$ cat config.mk
export PLATFORM = sky130hd
export DESIGN_NAME = cpu7_lsu
export DESIGN_NICKNAME = d
export VERILOG_FILES = /design/src/rtl/cpu7_lsu.sv
export SDC_FILE = /design/constraint.sdc
export NUM_CORES = 1
export LEC_CHECK = 0
export ABC_AREA = 1
export ABC_CLOCK_PERIOD_IN_PS = 1600
export CORE_MARGIN = 3
export CORE_UTILIZATION = 43
export CTS_CLUSTER_SIZE = 20
export DETAILED_ROUTE_END_ITERATION = 6
export GPL_TIMING_DRIVEN = 0
export PLACE_DENSITY = 0.87
export SYNTH_ARGS = -nofsm -noshare
export SYNTH_HDL_FRONTEND = slang
export SYNTH_SLANG_ARGS = --single-unit
$ cat constraint.sdc
create_clock -name clk -period 1.6 [get_ports clk]
set_clock_uncertainty 0.05 [all_clocks]
set_input_delay 0.24 -clock clk [delete_from_list [all_inputs] [get_ports clk]]
set_output_delay 0.24 -clock clk [all_outputs]
set_load 0.02 [all_outputs]
$ cat src/rtl/cpu7_lsu.sv
// cpu7_lsu: single-outstanding load/store unit with byte-lane alignment, load extension and fault reporting.
module cpu7_lsu #(
    parameter int XLEN    = 32,
    parameter int TIMEOUT = 255
) (
    input  logic              clk,
    input  logic              reset,
    input  logic              req_valid,
    output logic              req_ready,
    input  logic              req_we,
    input  logic [XLEN-1:0]   req_addr,
    input  logic [XLEN-1:0]   req_wdata,
    input  logic [1:0]        req_width,
    input  logic              req_signext,
    input  logic [4:0]        req_rd,
    output logic              resp_valid,
    output logic [XLEN-1:0]   resp_rdata,
    output logic [4:0]        resp_rd,
    output logic              resp_we,
    output logic              resp_excp,
    output logic [3:0]        resp_cause,
    output logic [XLEN-1:0]   resp_badaddr,
    output logic              busy,
    output logic              bus_req,
    output logic              bus_we,
    output logic [XLEN-1:0]   bus_addr,
    output logic [XLEN-1:0]   bus_wdata,
    output logic [XLEN/8-1:0] bus_be,
    input  logic              bus_ack,
    input  logic              bus_err,
    input  logic [XLEN-1:0]   bus_rdata
);
    localparam int BEW = XLEN / 8;
    localparam int OFFW = $clog2(BEW);
    localparam logic [31:0] TO = 32'(TIMEOUT);

    typedef enum logic [1:0] {IDLE, BUS, RESP} stateT;
    stateT state, stateN;

    logic            weR, signextR, respExcpR;
    logic [1:0]      widthR;
    logic [4:0]      rdR;
    logic [3:0]      respCauseR;
    logic [OFFW-1:0] offR;
    logic [BEW-1:0]  beR, beMask;
    logic [31:0]     cnt;
    logic [XLEN-1:0] addrR, busAddrR, wdataR, respRdataR, respBadaddrR;
    logic [XLEN-1:0] shifted, keep, loadData;
    logic            misal, signBit, timedOut, busDone;

    always_comb begin
        misal = (req_width == 2'd1 && req_addr[0]) ||
                (req_width == 2'd2 && req_addr[1:0] != 2'd0) ||
                (req_width == 2'd3 && (req_addr[2:0] != 3'd0 || XLEN == 32));
        beMask = req_width == 2'd0 ? BEW'(1) : req_width == 2'd1 ? BEW'(3) :
                 req_width == 2'd2 ? BEW'(15) : '1;
        shifted = bus_rdata >> {offR, 3'b000};
        keep = widthR == 2'd0 ? XLEN'(8'hFF) : widthR == 2'd1 ? XLEN'(16'hFFFF) :
               widthR == 2'd2 ? XLEN'(32'hFFFF_FFFF) : '1;
        signBit = widthR == 2'd0 ? shifted[7] : widthR == 2'd1 ? shifted[15] :
                  widthR == 2'd2 ? shifted[31] : 1'b0;
        loadData = (shifted & keep) | ((signextR && signBit) ? ~keep : '0);
        timedOut = (TO != 32'd0) && (cnt == TO);
        busDone = bus_err || bus_ack || timedOut;
        stateN = state == IDLE ? (req_valid ? (misal ? RESP : BUS) : IDLE) :
                 state == BUS  ? (busDone ? RESP : BUS) : IDLE;
    end

    always_ff @(posedge clk)
        state <= reset ? IDLE : stateN;

    always_ff @(posedge clk) begin
        if (reset) begin
            weR          <= 1'b0;
            signextR     <= 1'b0;
            widthR       <= '0;
            rdR          <= '0;
            offR         <= '0;
            beR          <= '0;
            cnt          <= '0;
            addrR        <= '0;
            busAddrR     <= '0;
            wdataR       <= '0;
            respRdataR   <= '0;
            respExcpR    <= 1'b0;
            respCauseR   <= '0;
            respBadaddrR <= '0;
        end else if (state == IDLE && req_valid) begin
            weR          <= req_we;
            signextR     <= req_signext;
            widthR       <= req_width;
            rdR          <= req_we ? 5'd0 : req_rd;
            offR         <= req_addr[OFFW-1:0];
            beR          <= beMask << req_addr[OFFW-1:0];
            cnt          <= '0;
            addrR        <= req_addr;
            busAddrR     <= {req_addr[XLEN-1:OFFW], OFFW'(0)};
            wdataR       <= req_wdata << {req_addr[OFFW-1:0], 3'b000};
            respRdataR   <= '0;
            respExcpR    <= misal;
            respCauseR   <= misal ? (req_we ? 4'd6 : 4'd4) : 4'd0;
            respBadaddrR <= misal ? req_addr : '0;
        end else if (state == BUS) begin
            // err outranks ack; a timeout is only declared when neither arrived
            if (bus_err || (!bus_ack && timedOut)) begin
                respExcpR    <= 1'b1;
                respCauseR   <= weR ? 4'd7 : 4'd5;
                respBadaddrR <= addrR;
            end else if (bus_ack) begin
                respRdataR   <= weR ? '0 : loadData;
            end else begin
                cnt          <= cnt + 32'd1;
            end
        end
    end

    assign req_ready    = state == IDLE;
    assign busy         = ~req_ready;
    assign bus_req      = state == BUS;
    assign bus_we       = weR;
    assign bus_addr     = busAddrR;
    assign bus_wdata    = wdataR;
    assign bus_be       = bus_req ? beR : '0;
    assign resp_valid   = state == RESP;
    assign resp_rdata   = respRdataR;
    assign resp_rd      = rdR;
    assign resp_we      = weR;
    assign resp_excp    = respExcpR;
    assign resp_cause   = respCauseR;
    assign resp_badaddr = respBadaddrR;
endmodule

==> metrics.log <==
INFO  metric run_status = finished, violations left
INFO  metric violations = negative setup slack
INFO  metric fin_cells = 1898
INFO  metric wl_met2 = 18100 um
INFO  metric synth-edff-count = 0
INFO  metric detail-route-antenna-nets = 0
INFO  metric ys_seq_elements = 178
INFO  metric critical_path.cell_chain = ha_4 -> inv_4 -> nor2_4 -> nand2_4 -> nor2_4 -> nand2_2 -> nand2_4 -> nand2_8 -> buf_12 -> nand2_8 -> buf_16 -> nand2_4 -> a21oi_2
INFO  metric r2r_start = cnt[1]
INFO  metric yosys-top-cells-area = sky130_fd_sc_hd__dfxtp_1 40%, sky130_fd_sc_hd__nand2_1 16%, sky130_fd_sc_hd__a21oi_1 9.0%, sky130_fd_sc_hd__nand3_1 7.3%, sky130_fd_sc_hd__o21ai_0 5.6%
INFO  metric cts_buffer_count = 17
INFO  metric final_std_cell_area_no_fill = 0.0140 mm2
INFO  metric max_cap_violations = 0
INFO  metric cp.required = 1.92 ns
INFO  metric netlist_instances = 1297
INFO  metric cts_htree_levels = 4
INFO  metric detail_route.wirelength = 37800 um
INFO  metric io_buffers = 252
INFO  metric met3RoutedLength = 4200 um
INFO  metric leakagePower = 6.01 nW
INFO  metric place_area = 0.0117 mm2
INFO  metric placement_rows = 51
INFO  metric final_layout_size_suffix_gt1_share = 26.5%
INFO  metric crit_path_end_kind = register
INFO  metric cp-start-kind = register
INFO  metric total_grt_usage = 30.8%
INFO  metric cts_tree = done
INFO  metric hold_class = input port to register
INFO  metric path_class = register to register
INFO  metric min-delay-start = reset
INFO  metric clock-root-buffer = sky130_fd_sc_hd__clkbuf_16
INFO  metric io-pin-count = 258
INFO  metric clk_transition_reported_paths = 0.08 ns
INFO  metric wire_length_of_the_first_global_routing_pass = 54200 um
INFO  metric worst_setup_path_startpoint = cnt[1]
INFO  metric netlist.top_cell.by_area = sky130_fd_sc_hd__dfxtp_1
INFO  metric vias_in_the_first_global_route = 10200
INFO  metric drt_iter0_drc = 1118
INFO  metric final-setup-viol-count = 72
INFO  metric power_density = 849 mW/mm2
INFO  metric critical_path_top_delay_cell = sky130_fd_sc_hd__dfxtp_2
INFO  metric multi_input_gate_area_in_the_final_layout = 0.00528 mm2
INFO  metric total_power = 0.0119 W
INFO  metric layout_commonest_cell = sky130_fd_sc_hd__nand2_1
INFO  metric grt_remaining_overflow = 0
INFO  metric syn2layout_area_growth = 58.5%
INFO  metric finalWorstPathRequiredPeriod = 1.85 ns
INFO  metric finalWeightedCongestion = 0.950
INFO  metric first_pass_iters = 6
INFO  metric clk-insertion-delay-late = 0.44 ns
INFO  metric timing.max_slew.rel_slack = 51.5%
INFO  metric via_per_inst = 5.73
INFO  metric ys_seq_area_share = 40.5%
INFO  metric post_drt_wl_per_cell = 19.9 um
INFO  metric clock.fmax = 0.541 GHz
INFO  metric worst_slack_at_placement = -0.888 ns
INFO  metric slowest_delay = 0.36 ns
INFO  metric routed.top_layer = met4
INFO  metric core = 0.0198 mm2
INFO  metric route.vias.total = 10900
INFO  metric floorplan.initialDensity = 44.5%
INFO  metric critical-path-top-cell-by-count = sky130_fd_sc_hd__nand2_4
INFO  metric num-nets-final = 1731
INFO  metric fp.dieH = 149 um
INFO  metric placed_cells = 1816
INFO  metric max_slew.worst_pin.slew = 0.728 ns
INFO  metric most_used_cells_in_the_layout_excluding_fill_and_tap_cells = 313 x sky130_fd_sc_hd__nand2_1, 143 x sky130_fd_sc_hd__dfxtp_1, 135 x sky130_fd_sc_hd__dlygate4sd2_1
INFO  metric die-width = 149 um
INFO  metric synthesis.area_per_instance = 6.79 um2
INFO  metric ff_latch_area = 0.00363 mm2
INFO  metric met1_length = 13800 um
INFO  metric final_core_utilization = 70.5%
INFO  metric post_synth_num_cell_types = 39
INFO  metric synth_ff_type = sky130_fd_sc_hd__dfxtp_1
INFO  metric dp_hpwl = 24900 um
INFO  metric timing.final.max_slew_violations = 0
INFO  metric grt_setup_unrepaired = true
INFO  metric die_area = 0.0222 mm2
INFO  metric largest_net_degree_at_the_start_of_global_routing = 18
INFO  metric cts_sinks = 178
INFO  metric drcViolationCount = 0
INFO  metric async_flop_share = 0%
INFO  metric grt_antenna_before_repair = 0
INFO  metric final.period_utilization = 116%
INFO  metric timing.final.ws_setup = -0.248 ns
INFO  metric peak_supply_drop = 0.751 mV
INFO  metric worst_ep_arrival_time = 2.17 ns
INFO  metric antennaDiodeCount = 0
INFO  metric netlist_area_before_placement = 0.00880 mm2
INFO  metric hold_viol = 0
INFO  metric cts_max_path_buffers = 2
INFO  metric netlist.area_leader.share = 40.5%
INFO  metric synth.yosys.warnings = 0
INFO  metric path_max_fanout = 7
INFO  metric number_of_fill_cells_in_the_layout = 1510
cell usage after synthesis, types with 5 or more instances:
master	number
sky130_fd_sc_hd__buf_2	24
sky130_fd_sc_hd__nand3_1	128
sky130_fd_sc_hd__xor2_1	8
sky130_fd_sc_hd__buf_4	40
sky130_fd_sc_hd__clkbuf_1	41
sky130_fd_sc_hd__a21oi_1	159
sky130_fd_sc_hd__dfxtp_1	178
sky130_fd_sc_hd__nand4_1	6
sky130_fd_sc_hd__a32o_1	6
sky130_fd_sc_hd__inv_1	71
sky130_fd_sc_hd__inv_2	5
sky130_fd_sc_hd__o211ai_1	19
sky130_fd_sc_hd__o21ai_0	98
sky130_fd_sc_hd__buf_1	5
sky130_fd_sc_hd__nand2_1	367
sky130_fd_sc_hd__nor2_1	95
registers in the layout (all words and copies together), names as in the netlist:
| register | flops |
|---|---|
| widthR | 2 |
| signextR | 1 |
| offR | 1 |
| bus_we | 1 |
| beR | 4 |
| resp_rdata | 32 |
| resp_badaddr | 32 |
| resp_cause | 3 |
| resp_rd | 5 |
| addrR | 31 |
| state | 2 |
| cnt | 32 |
| bus_wdata | 32 |
worst paths after layout:
kind / cells past startpoint / slack (ns) / end
worst min register to register: 2 / 0.41 / bus_wdata[11]
worst max-delay path: 13 / -0.25 / resp_badaddr[12]
worst max register to register: 13 / -0.25 / resp_badaddr[12]
worst min-delay path: 4 / 0.22 / bus_wdata[24]
critical path, delay by kind of cell (launching register included):
| kind | cells | cell delay [ns] |
|---|---|---|
| fa+ha+maj | 1 | 0.18 |
| compound gates | 1 | 0.12 |
| simple gates | 8 | 0.68 |
| buf+inv | 3 | 0.36 |
| flops | 1 | 0.36 |
metrics by stage:
step / hold WS [ns] / setup TNS (ns)
2_1_floorplan: 0.339 / -0.637
3_3_place_gp: 0.391 / -79.78
3_5_place_dp: 0.396 / -83.68
4_1_cts: 0.225 / -9.36
5_1_grt: 0.252 / -16.10
6_report: 0.216 / -12.43
where the power goes:
part	switching [W]	internal [W]	total, W
combinational	0.00151	0.00103	0.00254
clock	0.00202	0.00255	0.00457
sequential	0.000141	0.00460	0.00474
layer usage:
metal,global-route usage (%),up-vias
li1,-,4922
met1,37.4,5108
met2,51.1,692
met3,9.60,154
met4,11.9,0
met5,0,-
logic make-up (layout without fill, tap and decap cells):
group	count (synthesis)	count (layout)	synth area share, %
xor+xnor	11	11	1.09
buf+inv	189	522	10.4
compound gates	299	299	18.5
simple gates	618	619	29.4
fa+ha+maj	1	1	0.142
flops	178	178	40.5
other cells	1	3	0.0426
cell type report:
cell class	instances	share of cell area, %
timing repair buffer	305	21.1
buffer	109	5.94
tap	265	2.38
clock inverter	14	1.36
inverter	76	2.21
clock buffer	18	3.15
sequential	178	26.0
multi-input combinational	933	37.9
what timing repair did:
action	CTS	global route
pin swaps	45	54
endpoints found under the hold margin	0	0
cloned	9	0
resized for setup	378	254
setup buffers	31	18
hold buffers	0	0
endpoints found under the setup margin	286	126
No activity file was read; power rests on OpenSTA's default activity.
